File: config.mk
export PLATFORM = sky130hd
export DESIGN_NAME = serial_addsub
export DESIGN_NICKNAME = d
export VERILOG_FILES = /design/src/rtl/serial_addsub.sv
export SDC_FILE = /design/constraint.sdc
export NUM_CORES = 1
export LEC_CHECK = 0
export BUFFER_PORTS_ARGS = -buffer_cell sky130_fd_sc_hd__clkbuf_2
export CELL_PAD_IN_SITES_DETAIL_PLACEMENT = 0
export CELL_PAD_IN_SITES_GLOBAL_PLACEMENT = 2
export CORE_ASPECT_RATIO = 0.7
export CORE_MARGIN = 2
export CORE_UTILIZATION = 31
export CTS_BUF_LIST = sky130_fd_sc_hd__clkbuf_4 sky130_fd_sc_hd__clkbuf_8 sky130_fd_sc_hd__clkbuf_16
export CTS_CLUSTER_SIZE = 25
export DETAILED_ROUTE_END_ITERATION = 6
export MAX_ROUTING_LAYER = met4
export PLACE_DENSITY_LB_ADDON = 0.1
export SETUP_SLACK_MARGIN = 0.05
export SYNTH_ARGS = -nofsm -noshare
export SYNTH_HDL_FRONTEND = slang
export SYNTH_SLANG_ARGS = --single-unit
File: constraint.sdc
create_clock -name clk -period 2.9 [get_ports clk]
set_input_delay 0.29 -clock clk [delete_from_list [all_inputs] [get_ports clk]]
set_output_delay 0.29 -clock clk [all_outputs]
set_load 0.01 [all_outputs]
File: src/rtl/serial_addsub.sv
// -----------------------------------------------------------------------------
// serial_addsub
//
// Bit-serial adder/subtractor. A single full-adder/full-subtractor slice is
// reused once per clock, walking the latched WIDTH-bit operands LSB-first.
// The carry (add) or borrow (subtract) is held in a register between slices.
// A start/done handshake frames each operation. One operation takes WIDTH+1
// cycles: the accept edge, then one edge per bit.
//
// Parameters
//   WIDTH   operand/result width in bits (WIDTH >= 2)
//
// Ports
//   clk     rising-edge clock
//   rst     synchronous, active-high reset
//   start   request, sampled only while idle
//   mode    0 = add (a + b), 1 = subtract (a - b); latched at accept
//   a, b    operands; latched at accept
//   busy    high while an operation is in progress
//   done    one-cycle pulse; result/cout/ovf are valid
//   result  sum or difference modulo 2^WIDTH
//   cout    add: carry out of MSB; subtract: borrow out of MSB
//   ovf     two's-complement signed overflow
// -----------------------------------------------------------------------------
module serial_addsub #(
    parameter int WIDTH = 8
) (
    input  logic             clk,
    input  logic             rst,
    input  logic             start,
    input  logic             mode,
    input  logic [WIDTH-1:0] a,
    input  logic [WIDTH-1:0] b,
    output logic             busy,
    output logic             done,
    output logic [WIDTH-1:0] result,
    output logic             cout,
    output logic             ovf
);

    // Bit counter is just wide enough to index WIDTH bits.
    localparam int CW = (WIDTH > 1) ? $clog2(WIDTH) : 1;
    localparam logic [CW-1:0] LAST_IDX = CW'(WIDTH - 1);

    typedef enum logic {
        IDLE = 1'b0,
        RUN  = 1'b1
    } state_t;

    state_t           state_q, state_d;
    logic [WIDTH-1:0] a_q, b_q;
    logic             mode_q;
    logic             c_q;
    logic [CW-1:0]    cnt_q;
    logic [WIDTH-1:0] result_q, result_d;
    logic             cout_q;
    logic             ovf_q;
    logic             done_q;

    // FSM decode strobes
    logic accept;   // start taken in IDLE this edge
    logic step;     // one bit slice is processed this edge
    logic finish;   // the MSB slice is processed this edge

    // Bit-slice datapath
    logic [WIDTH-1:0] bit_sel;   // one-hot decode of cnt_q
    logic             a_bit, b_bit;
    logic             sum_bit;
    logic             c_next;
    logic             last_bit;

    // -------------------------------------------------------------------------
    // One-hot bit select. Operand bits are picked with an AND/OR reduction
    // instead of a variable index, and the same decode steers the result
    // write enable of each bit.
    // -------------------------------------------------------------------------
    genvar gi;
    generate
        for (gi = 0; gi < WIDTH; gi++) begin : g_bit
            assign bit_sel[gi] = (cnt_q == CW'(gi));

            // Result bits are cleared on accept and written once, when their
            // slice is processed; otherwise they hold.
            assign result_d[gi] = accept                ? 1'b0    :
                                  (step && bit_sel[gi]) ? sum_bit :
                                                          result_q[gi];
        end
    endgenerate

    assign a_bit    = |(a_q & bit_sel);
    assign b_bit    = |(b_q & bit_sel);
    assign last_bit = (cnt_q == LAST_IDX);

    // Full adder / full subtractor slice. The sum/difference bit is the same
    // XOR for both; only the carry vs. borrow generation differs.
    always_comb begin
        sum_bit = a_bit ^ b_bit ^ c_q;
        if (mode_q) begin
            c_next = (~a_bit & b_bit) | (c_q & ~(a_bit ^ b_bit));
        end else begin
            c_next = (a_bit & b_bit) | (c_q & (a_bit ^ b_bit));
        end
    end

    // -------------------------------------------------------------------------
    // FSM next-state and strobes
    // -------------------------------------------------------------------------
    always_comb begin
        state_d = state_q;
        accept  = 1'b0;
        step    = 1'b0;
        finish  = 1'b0;
        case (state_q)
            IDLE: begin
                if (start) begin
                    accept  = 1'b1;
                    state_d = RUN;
                end
            end
            RUN: begin
                // start is deliberately ignored here
                step = 1'b1;
                if (last_bit) begin
                    finish  = 1'b1;
                    state_d = IDLE;
                end
            end
            default: begin
                state_d = IDLE;
            end
        endcase
    end

    // -------------------------------------------------------------------------
    // State register
    // -------------------------------------------------------------------------
    always_ff @(posedge clk) begin
        if (rst) begin
            state_q <= IDLE;
            done_q  <= 1'b0;
        end else begin
            state_q <= state_d;
            done_q  <= finish;
        end
    end

    // -------------------------------------------------------------------------
    // Operand latch, carry/borrow register and bit counter
    // -------------------------------------------------------------------------
    always_ff @(posedge clk) begin
        if (rst) begin
            a_q    <= '0;
            b_q    <= '0;
            mode_q <= 1'b0;
            c_q    <= 1'b0;
            cnt_q  <= '0;
        end else if (accept) begin
            a_q    <= a;
            b_q    <= b;
            mode_q <= mode;
            c_q    <= 1'b0;
            cnt_q  <= '0;
        end else if (step) begin
            c_q <= c_next;
            // Wrap to 0 after the MSB so the counter never exceeds WIDTH-1.
            cnt_q <= last_bit ? '0 : cnt_q + 1'b1;
        end
    end

    // -------------------------------------------------------------------------
    // Result and flags. cout/ovf change only when the MSB slice completes and
    // hold until the next completed operation.
    // -------------------------------------------------------------------------
    always_ff @(posedge clk) begin
        if (rst) begin
            result_q <= '0;
            cout_q   <= 1'b0;
            ovf_q    <= 1'b0;
        end else begin
            result_q <= result_d;
            if (finish) begin
                cout_q <= c_next;
                // Signed overflow: carry into the MSB differs from carry out.
                ovf_q  <= c_q ^ c_next;
            end
        end
    end

    assign busy   = (state_q == RUN);
    assign done   = done_q;
    assign result = result_q;
    assign cout   = cout_q;
    assign ovf    = ovf_q;

endmodule

Word-level counts from Yosys, hierarchy flattened
Cells that the tools add are included.

word-level totals
  flip-flop bits (word level) = 33
  bits of input ports = 20
  output and inout bits = 12
  logic and storage cells = 60

cells by class
  add/subtract/negate cells = 1
  eq/ne operators = 7
  mux-type cells = 9
  bitwise operators = 14
  reductions and logical operators = 12

operators with widths
  operator               number
  $and A8 B8 Y8          2
  $reduce_or A8 Y1       2
  $eq A3 B3 Y1 const B   4
  $logic_and A1 B1 Y1    8
  $mux W1                7
  $eq A3 B2 Y1 const B   2
  $and A1 B1 Y1          4
  $add A3 B1 Y3 const B  1
  $eq A3 B1 Y1 const B   1
  $logic_not A3 Y1       1
  $mux W3                1
  $not A1 Y1             3
  $xor A1 B1 Y1          3
  $or A1 B1 Y1           2
  $pmux W1 S2            1
  $reduce_or A2 Y1       1

Longest topological paths before layout
Gate-level depths: netlist of run 1.

  depth in word-level cells = 9
  depth in mapped cells = 10
  mapped depth without buffers = 9

Least setup slack after synthesis of run 1
No wires, ideal clock.

  path kind = register to register
  start point = register cnt_q[0]
  end point = register result_q[5], in the netlist result[5]
  setup time = 0.064 ns
  data arrival time = 2.599 ns
  required time = 2.836 ns
  path slack = 0.237 ns
  stages on the path, launching flop included = 11
  buffers on the path = 2
  clock period less this slack = 2.663 ns
  cells stage by stage = dfxtp_1 > inv_1 > ha_1 > clkbuf_1 > a222oi_1 > nand2_1 > a222oi_1 > fa_1 > buf_1 > a41o_1 > nor2_1

between the ends
  word-level cells in the longest chain between the ends = 5
  elaborated cells between the ends (all ways) = 15
  those cells by class = eq/ne: 7; bitwise: 4; reduce/logical: 4

ends and longest elaborated chain
  item                                  RTL line  source
  from (decl)                           54        logic [CW-1:0] cnt_q;
  from (signal assigned)                166       cnt_q <= last_bit ? '0 : cnt_q + 1'b1;
  $eq A3 B1 Y1 (tied with other cells)  80        assign bit_sel[gi] = (cnt_q == CW'(gi));
  $and A8 B8 Y8 (on tied branches)      90, 91
  $reduce_or A8 Y1 (on tied branches)   90, 91
  $xor A1 B1 Y1 (2 in series)           97        sum_bit = a_bit ^ b_bit ^ c_q;
  to (signal assigned)                  180       result_q <= result_d;
  to (decl)                             55        logic [WIDTH-1:0] result_q, result_d;

Several ways; a longest one is shown, not always the timed one.
A chain may end at the register's enable or synchronous reset.

Worst setup path in the final report of run 1
  start point = register cnt_q[0]
  end point = register result_q[7], in the netlist result[7]

Same word-level chain as after synthesis.

==> results.py, run 1 <==
metrics = {
    "outcome": {
        "status": "completed",
    },
    "drt": {
        "num_vias": 1256,
        "ant_nets": 0,
        "vias_per_cell": 5.04,
        "drtIter0Drc": 62,
        "route.detailed.drc": 0,
        "wl_mm": 3.25,
        "wl_per_cell_um": 13.0,
        "dr.pass1.iters": 4,
    },
    "worst_setup_path": {
        "worst_ep_required_time_ns": 3.09,
        "worstSetupPathType": "reg2reg",
        "cp-end-kind": "flip-flop",
        "cp_max_fo": 8,
        "r2r_slack_ns": 0.25,
        "crit_arrival_ns": 2.84,
        "r2r_cells": 8,
        "timing.rr.start": "cnt_q[0]",
        "crit_path_start_kind": "flip-flop",
        "r2r_end": "result[7]",
    },
    "placed_design": {
        "port_buffers": 31,
        "place.gp.congestion": 0.720,
        "dpl.hpwl_mm": 2.36,
    },
    "timing": {
        "setup_violations": 0,
        "max_clock_freq_mhz": 377,
        "rsz0062_at_grt": "false",
        "worst_pin_slew_ns": 0.455,
        "slew_viol_final": 0,
        "final.period_utilization_pct": 91.4,
        "relSlewSlack_pct": 69.7,
        "fin_tns_setup_ns": 0,
        "fin_crit_ns": 2.65,
        "hold_viol": 0,
        "hold_ws_ns": 0.228,
        "fin_skew_ns": 0.00702,
    },
    "die": {
        "core_region_area_um2": 4430,
        "die_w_um": 85.9,
        "ioPinCount": 32,
        "row_count": 20,
        "dieHeight_um": 61.3,
        "start_util_pct": 32.9,
        "fp.dieArea_um2": 5270,
    },
    "finish": {
        "multiInputGateArea_um2": 713,
        "utilization_pct": 39.3,
        "register_area_um2": 661,
        "fin_nets": 222,
        "fillers": 463,
        "drive_above_1_share_pct": 24.7,
        "synthToLayoutAreaGrowth_pct": 19.5,
        "antennaDiodeCount": 0,
    },
    "hold_path": {
        "min_path_type": "in2reg",
        "hp-start": "a[3]",
        "hold_end": "a_q[3]",
        "min_path_cells": 3,
    },
    "logic_synthesis": {
        "syn_avg_cell_area_um2": 8.77,
        "synthDistinctLibCells": 28,
        "ys.flop_type": "dfxtp_1",
        "async_reset_ff_share_pct": 0,
        "syn_nets": 194,
        "seq_area_frac_synth_pct": 45.4,
        "syn-cell-area_um2": 1460,
        "synth_edf_count": 0,
        "ys_seq_elements": 33,
        "syn_inst": 166,
        "yosys_warnings": 0,
    },
    "power_and_ir_drop": {
        "ir_worst_vdd_mv": 0.177,
        "p_leak_nw": 0.699,
        "power_density_nw_per_um2": 553,
    },
    "global_route": {
        "grt_pass1_wl_mm": 5.60,
        "grt_max_degree": 26,
        "antenna_found_initial": 0,
        "track_usage_pct": 14.4,
        "grt_pass1_vias": 1194,
        "grt-ovfl-total": 0,
    },
    "flow_run": {
        "maxCapViolations": 0,
    },
    "clock_tree": {
        "clock-sinks": 33,
        "cts_tree": "built",
        "cts-htree-levels": 2,
        "post_cts_buffers": 0,
        "ctsRootBufferMaster": "clkbuf_8",
        "cts_hold_buf": 0,
        "cts_buffers": 5,
        "cts.path.max_buffers": 2,
        "cts.clk_slew.worst_paths_ns": 0.07,
        "clkLatencyLatePin_ns": 0.28,
    },
}
[stage by stage]
| step | instances | power (mW) | setup WS (ns) | instance area, um^2 |
|---|---|---|---|---|
| 3_3_place_gp | 242 | 0.618 | 0.307 | 1640 |
| 3_5_place_dp | 242 | 0.622 | 0.183 | 1640 |
| 5_1_grt | 249 | 1.02 | 0.0896 | 1740 |
| 2_1_floorplan | 166 | 0.581 | 0.237 | 1460 |
| 4_1_cts | 249 | 0.978 | 0.144 | 1730 |
| 6_report | 249 | 0.962 | 0.248 | 1740 |
[cell families (layout without fill, tap and decap cells)]
kind of cell	after synthesis	count (layout)	synth area share, %
compound gates	48	48	22.5
buf+inv	19	47	6.19
mux	3	3	2.06
simple gates	55	55	16.0
fa+ha+maj	8	8	7.90
flops	33	33	45.4
[synth_stat cells (all sizes together) (2+ instances only)]
| library cell | instances | area (um^2) |
|---|---|---|
| nand2 | 37 | 139 |
| a31oi | 3 | 18.8 |
| nand2b | 3 | 21.3 |
| a21oi | 25 | 125 |
| dfxtp | 33 | 661 |
| ha | 6 | 75.1 |
| buf | 10 | 56.3 |
| nor2 | 10 | 37.5 |
| mux2i | 3 | 30.0 |
| inv | 4 | 15.0 |
| a311oi | 6 | 52.6 |
| a41o | 3 | 30.0 |
| nor2b | 2 | 12.5 |
| clkbuf | 5 | 18.8 |
| a211oi | 2 | 15.0 |
| fa | 2 | 40.0 |
| a222oi | 5 | 50.1 |
[timing repair]
item	4_1_cts	5_1_grt
gates resized for setup	0	3
setup endpoints to repair	0	7
hold endpoints to repair	0	0
[critical path, stage by stage, from the launching register on]
cell,delay (ns)
dfxtp_1,0.40
inv_1,0.09
ha_1,0.31
a222oi_1,0.33
nand2_1,0.11
a222oi_1,0.31
buf_4,0.19
fa_2,0.51
a311oi_1,0.31
[cell type report]
cell class,count,share of cell area [%]
flip-flops and latches,33,38.0
clock buffers,7,5.18
repair buffers,36,11.1
well taps,55,3.95
inverters,4,0.863
multi-input cells,114,41.0
[routing by layer]
| metal | global-route usage (%) | wire length, um | up-vias |
|---|---|---|---|
| met5 | - | 0 | - |
| met4 | 4.76 | 25 | 0 |
| met3 | 4.29 | 192 | 4 |
| met2 | 20.9 | 1390 | 27 |
| met1 | 19.1 | 1640 | 583 |
| li1 | - | - | 642 |
[cells in the final DEF, fill, tap and decap left out, drive strengths merged, types with 2 or more instances in the layout]
| cell type | n |
|---|---|
| ha | 6 |
| mux2i | 3 |
| nor2b | 2 |
| a211oi | 2 |
| a31oi | 3 |
| clkbuf | 38 |
| a311oi | 6 |
| nand2b | 3 |
| a21oi | 25 |
| a41o | 3 |
| nor2 | 10 |
| inv | 4 |
| nand2 | 37 |
| dfxtp | 33 |
| a222oi | 5 |
| buf | 5 |
| fa | 2 |
[flip-flops by register name (all words and copies together), names as in the netlist]
signal / cells
done: 1
ovf: 1
cout: 1
mode_q: 1
b_q: 8
cnt_q: 3
busy: 1
result: 8
c_q: 1
a_q: 8
[power breakdown]
group	total (mW)	switching (mW)	internal, mW
clock	0.351	0.153	0.197
sequential	0.488	0.0147	0.473
combinational	0.124	0.0732	0.0508
[worst max path at each step]
stage | from | end | depth (start not counted)
2_1_floorplan | cnt_q[0] | result[5] | 10
3_3_place_gp | cnt_q[0] | result[7] | 8
3_5_place_dp | cnt_q[0] | result[5] | 9
4_1_cts | cnt_q[1] | result[5] | 9
5_1_grt | cnt_q[0] | result[1] | 8
6_report | cnt_q[0] | result[7] | 8
(Power assumes the default switching activity.)
==> run 2: changes to the inputs <==
--- a/config.mk
+++ b/config.mk
@@ -14,6 +14,7 @@
 export CTS_BUF_LIST = sky130_fd_sc_hd__clkbuf_4 sky130_fd_sc_hd__clkbuf_8 sky130_fd_sc_hd__clkbuf_16
 export CTS_CLUSTER_SIZE = 25
 export DETAILED_ROUTE_END_ITERATION = 6
+export GPL_TIMING_DRIVEN = 0
 export MAX_ROUTING_LAYER = met4
 export PLACE_DENSITY_LB_ADDON = 0.1
 export SETUP_SLACK_MARGIN = 0.05
==> results.py, run 2 (synthesized netlist as in run 1, its figures left out) <==
metrics = {
    "timing": {
        "rsz0062_at_grt": "false",
        "relSlewSlack_pct": 66.4,
        "setup_violations": 0,
        "fin_skew_ns": 0.00920,
        "worst_pin_slew_ns": 0.505,
        "hold_viol": 0,
        "max_clock_freq_mhz": 376,
        "final.period_utilization_pct": 91.6,
        "slew_viol_final": 0,
        "fin_crit_ns": 2.66,
    },
    "worst_setup_path": {
        "cp_max_fo": 8,
        "crit_path_start_kind": "flip-flop",
        "cp-end-kind": "flip-flop",
        "crit_arrival_ns": 2.83,
        "worstSetupPathType": "reg2reg",
        "worst_ep_required_time_ns": 3.07,
    },
    "die": {
        "start_util_pct": 32.9,
        "ioPinCount": 32,
        "dieHeight_um": 61.3,
        "fp.dieArea_um2": 5270,
        "core_region_area_um2": 4430,
        "row_count": 20,
        "die_w_um": 85.9,
    },
    "finish": {
        "multiInputGateArea_um2": 717,
        "utilization_pct": 41.0,
        "layout_common_cells": "37 x nand2_1, 31 x dfxtp_1, 31 x clkbuf_2, 25 x a21oi_1, 10 x nor2_1",
        "stdcell_count": 259,
        "antennaDiodeCount": 0,
        "fillers": 453,
        "drive_above_1_share_pct": 27.5,
        "final_common_cell": "nand2_1",
        "synthToLayoutAreaGrowth_pct": 24.8,
        "fin_nets": 231,
        "register_area_um2": 663,
    },
    "global_route": {
        "antenna_found_initial": 0,
        "grt_pass1_vias": 1250,
        "met3_usage_pct": 4.29,
        "grt_max_degree": 11,
        "grt-busiest-layer": "met2",
        "use_met2_pct": 23.3,
        "grt-ovfl-total": 0,
        "grt_pass1_wl_mm": 6.11,
        "track_usage_pct": 16.1,
        "grtUsageMet1_pct": 21.7,
    },
    "drt": {
        "drtIter0Drc": 76,
        "num_vias": 1315,
        "ant_nets": 0,
        "dr.pass1.iters": 4,
        "wl_per_cell_um": 14.2,
        "wl_mm": 3.67,
        "vias_per_cell": 5.08,
        "route.detailed.drc": 0,
    },
    "clock_tree": {
        "cts_tree": "built",
        "ctsRootBufferMaster": "clkbuf_8",
        "cts.clk_slew.worst_paths_ns": 0.07,
        "cts-htree-levels": 2,
        "clkLatencyLatePin_ns": 0.29,
        "cts_buffers": 5,
        "clock-sinks": 33,
        "cts.path.max_buffers": 2,
    },
    "power_and_ir_drop": {
        "ir_worst_vdd_mv": 0.210,
        "clockPowerShare_pct": 42.3,
        "switching_power_mw": 0.264,
        "power_density_nw_per_um2": 595,
        "p_leak_nw": 0.742,
        "p_seq_share_pct": 45.1,
        "swShare_pct": 24.4,
        "pwr-share-comb_pct": 12.7,
        "p_int_mw": 0.818,
    },
    "hold_path": {
        "min_path_type": "in2reg",
    },
    "outcome": {
        "status": "completed",
    },
    "placed_design": {
        "dpl.hpwl_mm": 2.62,
        "dpl.cell_count": 252,
        "place.gp.congestion": 0.719,
        "port_buffers": 31,
    },
    "flow_run": {
        "maxCapViolations": 0,
    },
}
[run 2: repair_timing]
action | CTS | global route
hold buffers | 0 | 0
pin swaps | 1 | 2
setup buffers | 1 | 1
setup endpoints to repair | 9 | 11
resized for setup | 1 | 4
cloned | 0 | 0
[run 2: layer usage]
metal | wire (um) | vias up
met5 | 0 | -
met2 | 1570 | 34
met1 | 1850 | 616
li1 | - | 661
met3 | 221 | 4
met4 | 34 | 0
[run 2: power groups by stage]
stage	Combinational (mW)	Clock, mW	Sequential (mW)
after floorplan	0.0864	0	0.495
after global placement	0.128	0	0.497
after detailed placement	0.131	0	0.498
after CTS	0.136	0.467	0.487
after global routing	0.157	0.487	0.492
final	0.137	0.458	0.488
[run 2: layout make-up]
class | instances | area share [%]
Clock inverter | 1 | 1.65
Buffer | 12 | 3.51
Multi-Input combinational cell | 114 | 39.4
Sequential cell | 33 | 36.5
Clock buffer | 7 | 4.96
Inverter | 4 | 0.826
Tap cell | 55 | 3.79
Timing Repair Buffer | 33 | 9.36
[run 2: worst paths after layout]
check,slack [ns],cells past startpoint,from,end
setup reg to reg,0.24,9,cnt_q[1],result[6]
hold / removal,0.22,3,a[1],a_q[1]
setup / recovery,0.24,9,cnt_q[1],result[6]
hold reg to reg,0.46,2,a_q[4],a_q[4]
[run 2: through the flow]
step | hold slack (ns) | worst slack (ns) | instance area [um^2] | total power, mW | TNS, ns
5_1_grt | 0.219 | 0.0548 | 1820 | 1.14 | 0
2_1_floorplan | 0.426 | 0.237 | 1460 | 0.581 | 0
3_5_place_dp | 0.450 | -0.253 | 1680 | 0.629 | -1.71
3_3_place_gp | 0.444 | -0.255 | 1680 | 0.625 | -1.79
6_report | 0.216 | 0.244 | 1820 | 1.08 | 0
4_1_cts | 0.213 | 0.0637 | 1810 | 1.09 | 0
[run 2: worst max-delay path, cell delays in order, from the launching register on]
cell and delay (ns):
dfxtp_2 0.35, inv_1 0.06, ha_1 0.18, buf_6 0.14, a222oi_1 0.40, mux2i_1 0.19, a221o_1 0.31, fa_2 0.68
a41o_1 0.21, nor2_1 0.04
